<file path="src/rtl/usb_rx_pkg.sv">
// usb_rx_pkg: shared types and constants for the full-speed USB line receiver.
//   line_state_t : synchronised pad-pair state, encoded as {dp, dn}
//   rx_state_t   : receiver framing state
//   STUFF_LIMIT  : run of decoded 1s after which a stuffed 0 is expected
package usb_rx_pkg;

  typedef enum logic [1:0] {
    SE0 = 2'b00,
    K   = 2'b01,
    J   = 2'b10,
    SE1 = 2'b11
  } line_state_t;

  typedef enum logic [1:0] {
    IDLE,
    SYNC,
    DATA,
    EOP
  } rx_state_t;

  localparam int STUFF_LIMIT = 6;

endpackage

</file>
<file path="src/rtl/usb_rx_bitclk.sv">
// usb_rx_bitclk: pad synchronisers, bit clock recovery and NRZI decode.
//   clk        in   48 MHz clock
//   rstn_i     in   asynchronous active-low reset
//   dp_rx_i    in   raw D+ pad (asynchronous)
//   dn_rx_i    in   raw D- pad (asynchronous)
//   bit_strobe out  one cycle per bit, at mid-bit
//   bit_val    out  NRZI-decoded bit, valid with bit_strobe
//   line_state out  synchronised line state (every cycle)
module usb_rx_bitclk
  import usb_rx_pkg::*;
#(
  parameter int CLK_PER_BIT = 4
) (
  input  logic        clk,
  input  logic        rstn_i,
  input  logic        dp_rx_i,
  input  logic        dn_rx_i,
  output logic        bit_strobe,
  output logic        bit_val,
  output line_state_t line_state
);

  localparam int PH_W = (CLK_PER_BIT > 1) ? $clog2(CLK_PER_BIT) : 1;

  logic [1:0]      dp_sync;
  logic [1:0]      dn_sync;
  line_state_t     ls_prev;
  line_state_t     sample_prev;
  logic [PH_W-1:0] phase_q;
  logic [PH_W-1:0] phase_cur;
  logic            jk_edge;

  // Synchronisers come out of reset holding J so no false edge is seen.
  always_ff @(posedge clk or negedge rstn_i) begin
    if (!rstn_i) begin
      dp_sync <= 2'b11;
      dn_sync <= 2'b00;
    end else begin
      dp_sync <= {dp_sync[0], dp_rx_i};
      dn_sync <= {dn_sync[0], dn_rx_i};
    end
  end

  assign line_state = line_state_t'({dp_sync[1], dn_sync[1]});

  // Only J<->K transitions carry timing; SE0 edges are left free-running.
  assign jk_edge = ((line_state == J) && (ls_prev == K)) ||
                   ((line_state == K) && (ls_prev == J));

  // The edge cycle itself is phase 0, so the strobe lands mid-bit.
  assign phase_cur  = jk_edge ? '0 : phase_q;
  assign bit_strobe = (phase_cur == PH_W'(CLK_PER_BIT / 2));
  assign bit_val    = (line_state == sample_prev);

  always_ff @(posedge clk or negedge rstn_i) begin
    if (!rstn_i) begin
      ls_prev     <= J;
      sample_prev <= J;
      phase_q     <= '0;
    end else begin
      ls_prev <= line_state;
      phase_q <= (phase_cur == PH_W'(CLK_PER_BIT - 1)) ? '0 : phase_cur + PH_W'(1);
      if (bit_strobe) sample_prev <= line_state;
    end
  end

endmodule

</file>
<file path="src/rtl/usb_fs_rx.sv">
// usb_fs_rx: full-speed USB line receiver (framing, unstuffing, bus reset).
//   clk          in   48 MHz clock
//   rstn_i       in   asynchronous active-low reset
//   dp_rx_i      in   raw D+ pad
//   dn_rx_i      in   raw D- pad
//   rx_en_i      in   receive allowed (low while transmitting)
//   rx_active_o  out  packet in progress (SYNC accepted until EOP/abort)
//   rx_valid_o   out  1-cycle pulse, rx_data_o holds a new byte
//   rx_data_o    out  last received byte
//   rx_eop_o     out  1-cycle pulse, packet ended with a good EOP
//   rx_err_o     out  1-cycle pulse, stuff error / SE1 / bad EOP
//   bus_reset_o  out  SE0 has lasted at least BUS_RESET_CYCLES
//
// state | meaning
// IDLE  | waiting for the first K of a SYNC
// SYNC  | counting SYNC zeros, waiting for the closing KK
// DATA  | shifting in unstuffed bits, LSB first
// EOP   | SE0 seen, waiting for the closing J
module usb_fs_rx
  import usb_rx_pkg::*;
#(
  parameter int CLK_PER_BIT      = 4,
  parameter int BUS_RESET_CYCLES = 120
) (
  input  logic       clk,
  input  logic       rstn_i,
  input  logic       dp_rx_i,
  input  logic       dn_rx_i,
  input  logic       rx_en_i,
  output logic       rx_active_o,
  output logic       rx_valid_o,
  output logic [7:0] rx_data_o,
  output logic       rx_eop_o,
  output logic       rx_err_o,
  output logic       bus_reset_o
);

  localparam int SE0_W = $clog2(BUS_RESET_CYCLES + 1);

  line_state_t      line_state;
  logic             bit_strobe;
  logic             bit_val;
  rx_state_t        state, state_next;
  logic [3:0]       bit_cnt, bit_cnt_next;
  logic [2:0]       run_cnt, run_cnt_next;   // SYNC zeros / DATA ones / EOP SE0 samples
  logic [6:0]       shreg, shreg_next;
  logic             byte_done, eop_hit, err_hit;
  logic [SE0_W-1:0] se0_cnt;
  logic             bus_reset;

  usb_rx_bitclk #(.CLK_PER_BIT(CLK_PER_BIT)) u_bitclk (
    .clk        (clk),
    .rstn_i     (rstn_i),
    .dp_rx_i    (dp_rx_i),
    .dn_rx_i    (dn_rx_i),
    .bit_strobe (bit_strobe),
    .bit_val    (bit_val),
    .line_state (line_state)
  );

  // Saturating SE0 run timer; the output is gated by the live line state so
  // it drops as soon as a non-SE0 state leaves the synchroniser.
  always_ff @(posedge clk or negedge rstn_i) begin
    if (!rstn_i) begin
      se0_cnt <= '0;
    end else if (line_state != SE0) begin
      se0_cnt <= '0;
    end else if (se0_cnt != SE0_W'(BUS_RESET_CYCLES)) begin
      se0_cnt <= se0_cnt + SE0_W'(1);
    end
  end

  assign bus_reset   = (line_state == SE0) && (se0_cnt == SE0_W'(BUS_RESET_CYCLES));
  assign bus_reset_o = bus_reset;

  always_ff @(posedge clk or negedge rstn_i) begin
    if (!rstn_i) begin
      state      <= IDLE;
      bit_cnt    <= '0;
      run_cnt    <= '0;
      shreg      <= '0;
      rx_valid_o <= 1'b0;
      rx_eop_o   <= 1'b0;
      rx_err_o   <= 1'b0;
      rx_data_o  <= '0;
    end else begin
      state      <= state_next;
      bit_cnt    <= bit_cnt_next;
      run_cnt    <= run_cnt_next;
      shreg      <= shreg_next;
      rx_valid_o <= byte_done;
      rx_eop_o   <= eop_hit && !err_hit;
      rx_err_o   <= err_hit;
      if (byte_done) rx_data_o <= {bit_val, shreg};
    end
  end

  always_comb begin
    state_next   = state;
    bit_cnt_next = bit_cnt;
    run_cnt_next = run_cnt;
    shreg_next   = shreg;
    byte_done    = 1'b0;
    eop_hit      = 1'b0;
    err_hit      = 1'b0;
    if (bus_reset || !rx_en_i) begin
      state_next = IDLE;
    end else if (bit_strobe) begin
      unique case (state)
        IDLE: begin
          // The first K already counts as one SYNC zero.
          if (line_state == K) begin
            state_next   = SYNC;
            bit_cnt_next = 4'd1;
            run_cnt_next = 3'd1;
          end
        end
        SYNC: begin
          if ((line_state == SE0) || (line_state == SE1)) begin
            state_next = IDLE;
          end else if (bit_val && (run_cnt >= 3'd4)) begin
            state_next   = DATA;
            bit_cnt_next = '0;
            run_cnt_next = '0;
          end else if (bit_cnt == 4'd8) begin
            state_next = IDLE;
          end else begin
            bit_cnt_next = bit_cnt + 4'd1;
            run_cnt_next = bit_val ? 3'd0 :
                           ((run_cnt == 3'd7) ? 3'd7 : run_cnt + 3'd1);
          end
        end
        DATA: begin
          if (line_state == SE1) begin
            err_hit    = 1'b1;
            state_next = IDLE;
          end else if (line_state == SE0) begin
            state_next   = EOP;
            run_cnt_next = 3'd1;
          end else if (run_cnt == 3'(STUFF_LIMIT)) begin
            if (bit_val) begin
              err_hit    = 1'b1;
              state_next = IDLE;
            end else begin
              run_cnt_next = '0;
            end
          end else begin
            shreg_next   = {bit_val, shreg[6:1]};
            run_cnt_next = bit_val ? run_cnt + 3'd1 : 3'd0;
            if (bit_cnt == 4'd7) begin
              byte_done    = 1'b1;
              bit_cnt_next = '0;
            end else begin
              bit_cnt_next = bit_cnt + 4'd1;
            end
          end
        end
        EOP: begin
          if (line_state == SE0) begin
            if (run_cnt == 3'd2) begin
              err_hit    = 1'b1;
              state_next = IDLE;
            end else begin
              run_cnt_next = run_cnt + 3'd1;
            end
          end else if (line_state == J) begin
            state_next = IDLE;
            // A single dribble bit before SE0 is tolerated.
            if (bit_cnt <= 4'd1) eop_hit = 1'b1;
            else                 err_hit = 1'b1;
          end else begin
            err_hit    = 1'b1;
            state_next = IDLE;
          end
        end
        default: state_next = IDLE;
      endcase
    end
  end

  always_comb begin
    rx_active_o = (state == DATA) || (state == EOP);
  end

endmodule
</file>
<file path="config.mk">
export PLATFORM = sky130hd
export DESIGN_NAME = usb_fs_rx
export DESIGN_NICKNAME = d
export VERILOG_FILES = /design/src/rtl/usb_rx_pkg.sv /design/src/rtl/usb_rx_bitclk.sv /design/src/rtl/usb_fs_rx.sv
export SDC_FILE = /design/constraint.sdc
export NUM_CORES = 1
export LEC_CHECK = 0
export CAP_MARGIN = 20
export CELL_PAD_IN_SITES_DETAIL_PLACEMENT = 0
export CELL_PAD_IN_SITES_GLOBAL_PLACEMENT = 2
export CORE_MARGIN = 4
export CORE_UTILIZATION = 39
export DETAILED_ROUTE_END_ITERATION = 10
export PLACE_DENSITY = 0.88
export SETUP_SLACK_MARGIN = 0.2
export SLEW_MARGIN = 20
export SYNTH_ARGS = -nofsm -noshare
export SYNTH_HDL_FRONTEND = slang
export SYNTH_HIERARCHICAL = 1
export SYNTH_SLANG_ARGS = --single-unit
</file>
<file path="constraint.sdc">
create_clock -name clk -period 3.1 [get_ports clk]
set_input_delay 0.93 -clock clk [delete_from_list [all_inputs] [get_ports clk]]
set_output_delay 0.93 -clock clk [all_outputs]
set_load 0.01 [all_outputs]
</file>
==> summary.md <==
Minimum clock period after layout: 2.77 ns. The total overflow reported by the global router was 0; the wire length per cell after detailed routing was 13.9 um. For the level count of the clock H-tree, the log shows 2. The hold violation total from the final report is 0. By instance count, the leading cell after synthesis is sky130_fd_sc_hd__dfrtp_1. Clock tree root buffer cell: sky130_fd_sc_hd__clkbuf_8. The overall routing resource usage was 0.128; the headroom to the max-slew limit was 0.649. TritonCTS built the clock tree. The category of the critical setup timing path is reg2reg. STA classifies the critical path endpoint as a flop.

For this run, the number of Yosys warnings is 6. Number of I/O pins: 18. Across the run, the number of max-cap violations was 0.

For the final routed database, the setup TNS stands at 0 ns. The part of the cycle the worst path needs was 0.893; the post-CTS repair timing setup buffer count was 0. Setup violations remaining at the end of the flow were counted as 0.

The die covers 7560 um2. For the initial core utilization, the log shows 0.406. Worst hold path class: reg2reg. The core region is 5990 um2.

Counting the fill cells in the layout gives 546. The run gives 24 as the pin count of the biggest net entering global routing. The congestion estimate from routability-driven global placement came to 0.780. The run finished with clean final reports.

After detailed routing, the wire length on met1 is 2.14 mm. The repair_antennas step left the layout with diodes totalling 0. A synthesized cell averages 11.4 um2. Setup repair after global routing left no endpoint under its margin.

After technology mapping, the gate count stands at 213. The worst endpoint data arrival time is 2.97 ns, and the clock sink count is 44. After detailed routing, the met3 layer carries 173 um of wire. The ratio of total power to cell area works out to 513 nW/um2. The critical path contains buffers and inverters numbering 0 combined.

Yosys attributes the largest share of cell area to sky130_fd_sc_hd__dfrtp_1, sky130_fd_sc_hd__ha_1, sky130_fd_sc_hd__mux2_2, sky130_fd_sc_hd__dfstp_2, sky130_fd_sc_hd__inv_1. Hold repair after CTS inserted 0 buffers. The number of antenna violations at the first check in global routing was 0.

After synthesis, the netlist uses 52 different library cells. The run gives 3.22 mm as the final HPWL from detailed placement. Proportion of register bits with asynchronous set or reset after synthesis: 1.00.

The clock reaches the later pin of the worst-skew pair after 0.31 ns. The tools report the number of gates given a new drive strength after cts as 3. In this design, the largest share of critical-path delay is due to simple AND/OR/NAND/NOR gates. The largest stage delay on the critical path was 0.61 ns.

For the number of max-slew violations in the final report, the log shows 0. Among all flip-flop cells after synthesis, the most frequent one is sky130_fd_sc_hd__dfrtp_1. The top fanout value on the critical path is 8. Die outline width: 87.0 um. The share of final-layout standard cells stronger than drive strength 1 works out to 0.197.

The logs give 28 for the number of rows created at floorplan and 1,579 for the total via count after detailed routing. Wires add up to 4.36 mm. Data on the critical path is required at its endpoint by 3.31 ns. The CTS buffer count is 5. Post-synthesis sequential area ratio: 0.455. By count the netlist is led by sky130_fd_sc_hd__dfrtp_1, sky130_fd_sc_hd__ha_1, sky130_fd_sc_hd__inv_1.

The detailed-router iteration count before antenna repair was 4; the number of enable flip-flop cells after synthesis was 0. The launching element type of the critical path was a flop. For this design the static power due to leakage is 0.00129 uW. The routed length on met2 was 1.96 mm; the clock tree buffer depth was 2. Signal routing reaches up to met4.

The clock transition at the register clock pins on the worst setup and hold paths after CTS was 0.10 ns; the count of state elements after synthesis was 44. Synthesis produced a netlist with a net count of 239. The global-route wire length before repair is 7.57 mm, and the setup clock skew after layout is 0.0150 ns. The logs give 1,600 for the via count of the first global-routing pass and 0 for the remaining number of nets flagged by the antenna check after routing.

The post-layout net count is 263, and the worst-margin pin slew is 0.526 ns. In this run the vertical extent of the chip is 87.0 um. Hold is met by 0.358 ns. The mapped cell area came out at 2430 um2. In the routed design, unresolved DRC markers number 0. The top cell type by total area after synthesis is sky130_fd_sc_hd__dfrtp_1. For the maximum frequency from static timing analysis, the log shows 0.361 GHz.

The count of buffers added on input and output ports is 17. For this block, the initial DRC count from the detailed router was 108. The largest individual stage delay along the critical path comes from the cell sky130_fd_sc_hd__dfstp_2. The top cell type's share of synthesized area is 0.412. Maximum VDD drop: 0.225 mV. Traced cell by cell, the critical path runs through and4bb_1 -> nor3b_1 -> ha_1 -> o2111ai_1 -> or3_4 -> a211oi_4 -> mux2_4. The average via count per standard cell is 5.04.

The synthesis-to-layout area growth came out at 15.9%.
==> layout make-up <==
cell class	instances	area, um2	area share
clock inverters	3	46.3	0.0164
multi-input cells	145	1220	0.433
clock buffers	5	68.8	0.0244
flip-flops and latches	44	1110	0.393
repair buffers	24	216	0.0768
well taps	75	93.8	0.0333
inverters	17	63.8	0.0226
==> through the flow <==
stage                util  power, uW  setup WS [ns]  std cells  instance area, um2
floorplan               -        904          0.532        213                2430
global placement    0.451        990          0.344        305                2700
detailed placement  0.451        997          0.318        305                2700
CTS                 0.470       1460          0.305        313                2820
global route        0.470       1540          0.204        313                2820
finish              0.470       1440          0.332        313                2820
==> kinds of logic after synthesis <==
kind of cell / synth area share
AOI/OAI and AO/OA: 0.104
xor gates and xnor gates: 0.0216
adders and majority gates: 0.108
buffers and inverters: 0.0437
DFF: 0.455
muxes: 0.0993
and+or+nand+nor: 0.168
==> where the power goes <==
part / leakage (uW) / switching (uW) / internal (uW)
Sequential: 0.000575 / 60.3 / 641
Combinational: 0.000660 / 149 / 132
Clock: 0.0000548 / 219 / 243
Total: 0.00129 / 429 / 1020
==> placed cells by master (no fill, tap or decap), types with 2 or more instances in the layout <==
cell type / n
sky130_fd_sc_hd__clkbuf_8: 5
sky130_fd_sc_hd__nor3b_1: 4
sky130_fd_sc_hd__or3_1: 2
sky130_fd_sc_hd__nor4b_1: 2
sky130_fd_sc_hd__mux2_4: 2
sky130_fd_sc_hd__nand2b_1: 5
sky130_fd_sc_hd__o21a_1: 2
sky130_fd_sc_hd__a21oi_1: 6
sky130_fd_sc_hd__dfrtp_1: 39
sky130_fd_sc_hd__a21boi_0: 2
sky130_fd_sc_hd__and2_1: 3
sky130_fd_sc_hd__buf_4: 7
sky130_fd_sc_hd__dfstp_2: 4
sky130_fd_sc_hd__and4bb_1: 2
sky130_fd_sc_hd__mux2_2: 15
sky130_fd_sc_hd__o211ai_1: 2
sky130_fd_sc_hd__ha_1: 20
sky130_fd_sc_hd__mux2_1: 2
sky130_fd_sc_hd__nand3_1: 10
sky130_fd_sc_hd__xor2_1: 3
sky130_fd_sc_hd__mux2i_1: 2
sky130_fd_sc_hd__inv_1: 17
sky130_fd_sc_hd__or3b_1: 2
sky130_fd_sc_hd__o22ai_1: 2
sky130_fd_sc_hd__o21ai_0: 9
sky130_fd_sc_hd__nor2b_1: 3
sky130_fd_sc_hd__clkdlybuf4s50_1: 15
sky130_fd_sc_hd__xnor2_1: 3
sky130_fd_sc_hd__nor2_1: 6
sky130_fd_sc_hd__nand3b_1: 3
sky130_fd_sc_hd__nand2_1: 11
==> state kept, by name, indices dropped and copies added, names as in the netlist <==
signal / flops
rx_eop_o: 1
rx_valid_o: 1
rx_err_o: 1
u_bitclk/sample_prev: 2
u_bitclk/dp_sync: 2
u_bitclk/dn_sync: 2
run_cnt: 3
se0_cnt: 7
shreg: 7
state: 2
u_bitclk/ls_prev: 2
u_bitclk/phase_q: 2
bit_cnt: 4
rx_data_o: 8
==> worst paths after layout <==
kind / start / end / slack, ns / cells after the start
setup / recovery: u_bitclk/dp_sync[1]$_DFF_PN1_ / run_cnt[0]$_DFFE_PN0P_ / 0.33 / 7
hold / removal: u_bitclk/dn_sync[0]$_DFF_PN0_ / u_bitclk/dn_sync[1]$_DFF_PN0_ / 0.36 / 0
setup reg to reg: u_bitclk/dp_sync[1]$_DFF_PN1_ / run_cnt[0]$_DFFE_PN0P_ / 0.33 / 7
hold reg to reg: u_bitclk/dn_sync[0]$_DFF_PN0_ / u_bitclk/dn_sync[1]$_DFF_PN0_ / 0.36 / 0
max in group asynchronous: rstn_i / u_bitclk/ls_prev[1]$_DFF_PN1_ / 1.77 / 2
min in group asynchronous: rstn_i / run_cnt[0]$_DFFE_PN0P_ / 0.58 / 1
==> layer usage <==
metal | vias to the layer above | GRT usage
met2 | 27 | 0.199
met5 | - | 0
met3 | 7 | 0.0303
met4 | 0 | 0.0510
li1 | 791 | -
met1 | 754 | 0.172
Note: power is estimated with default switching activity, not from simulation.
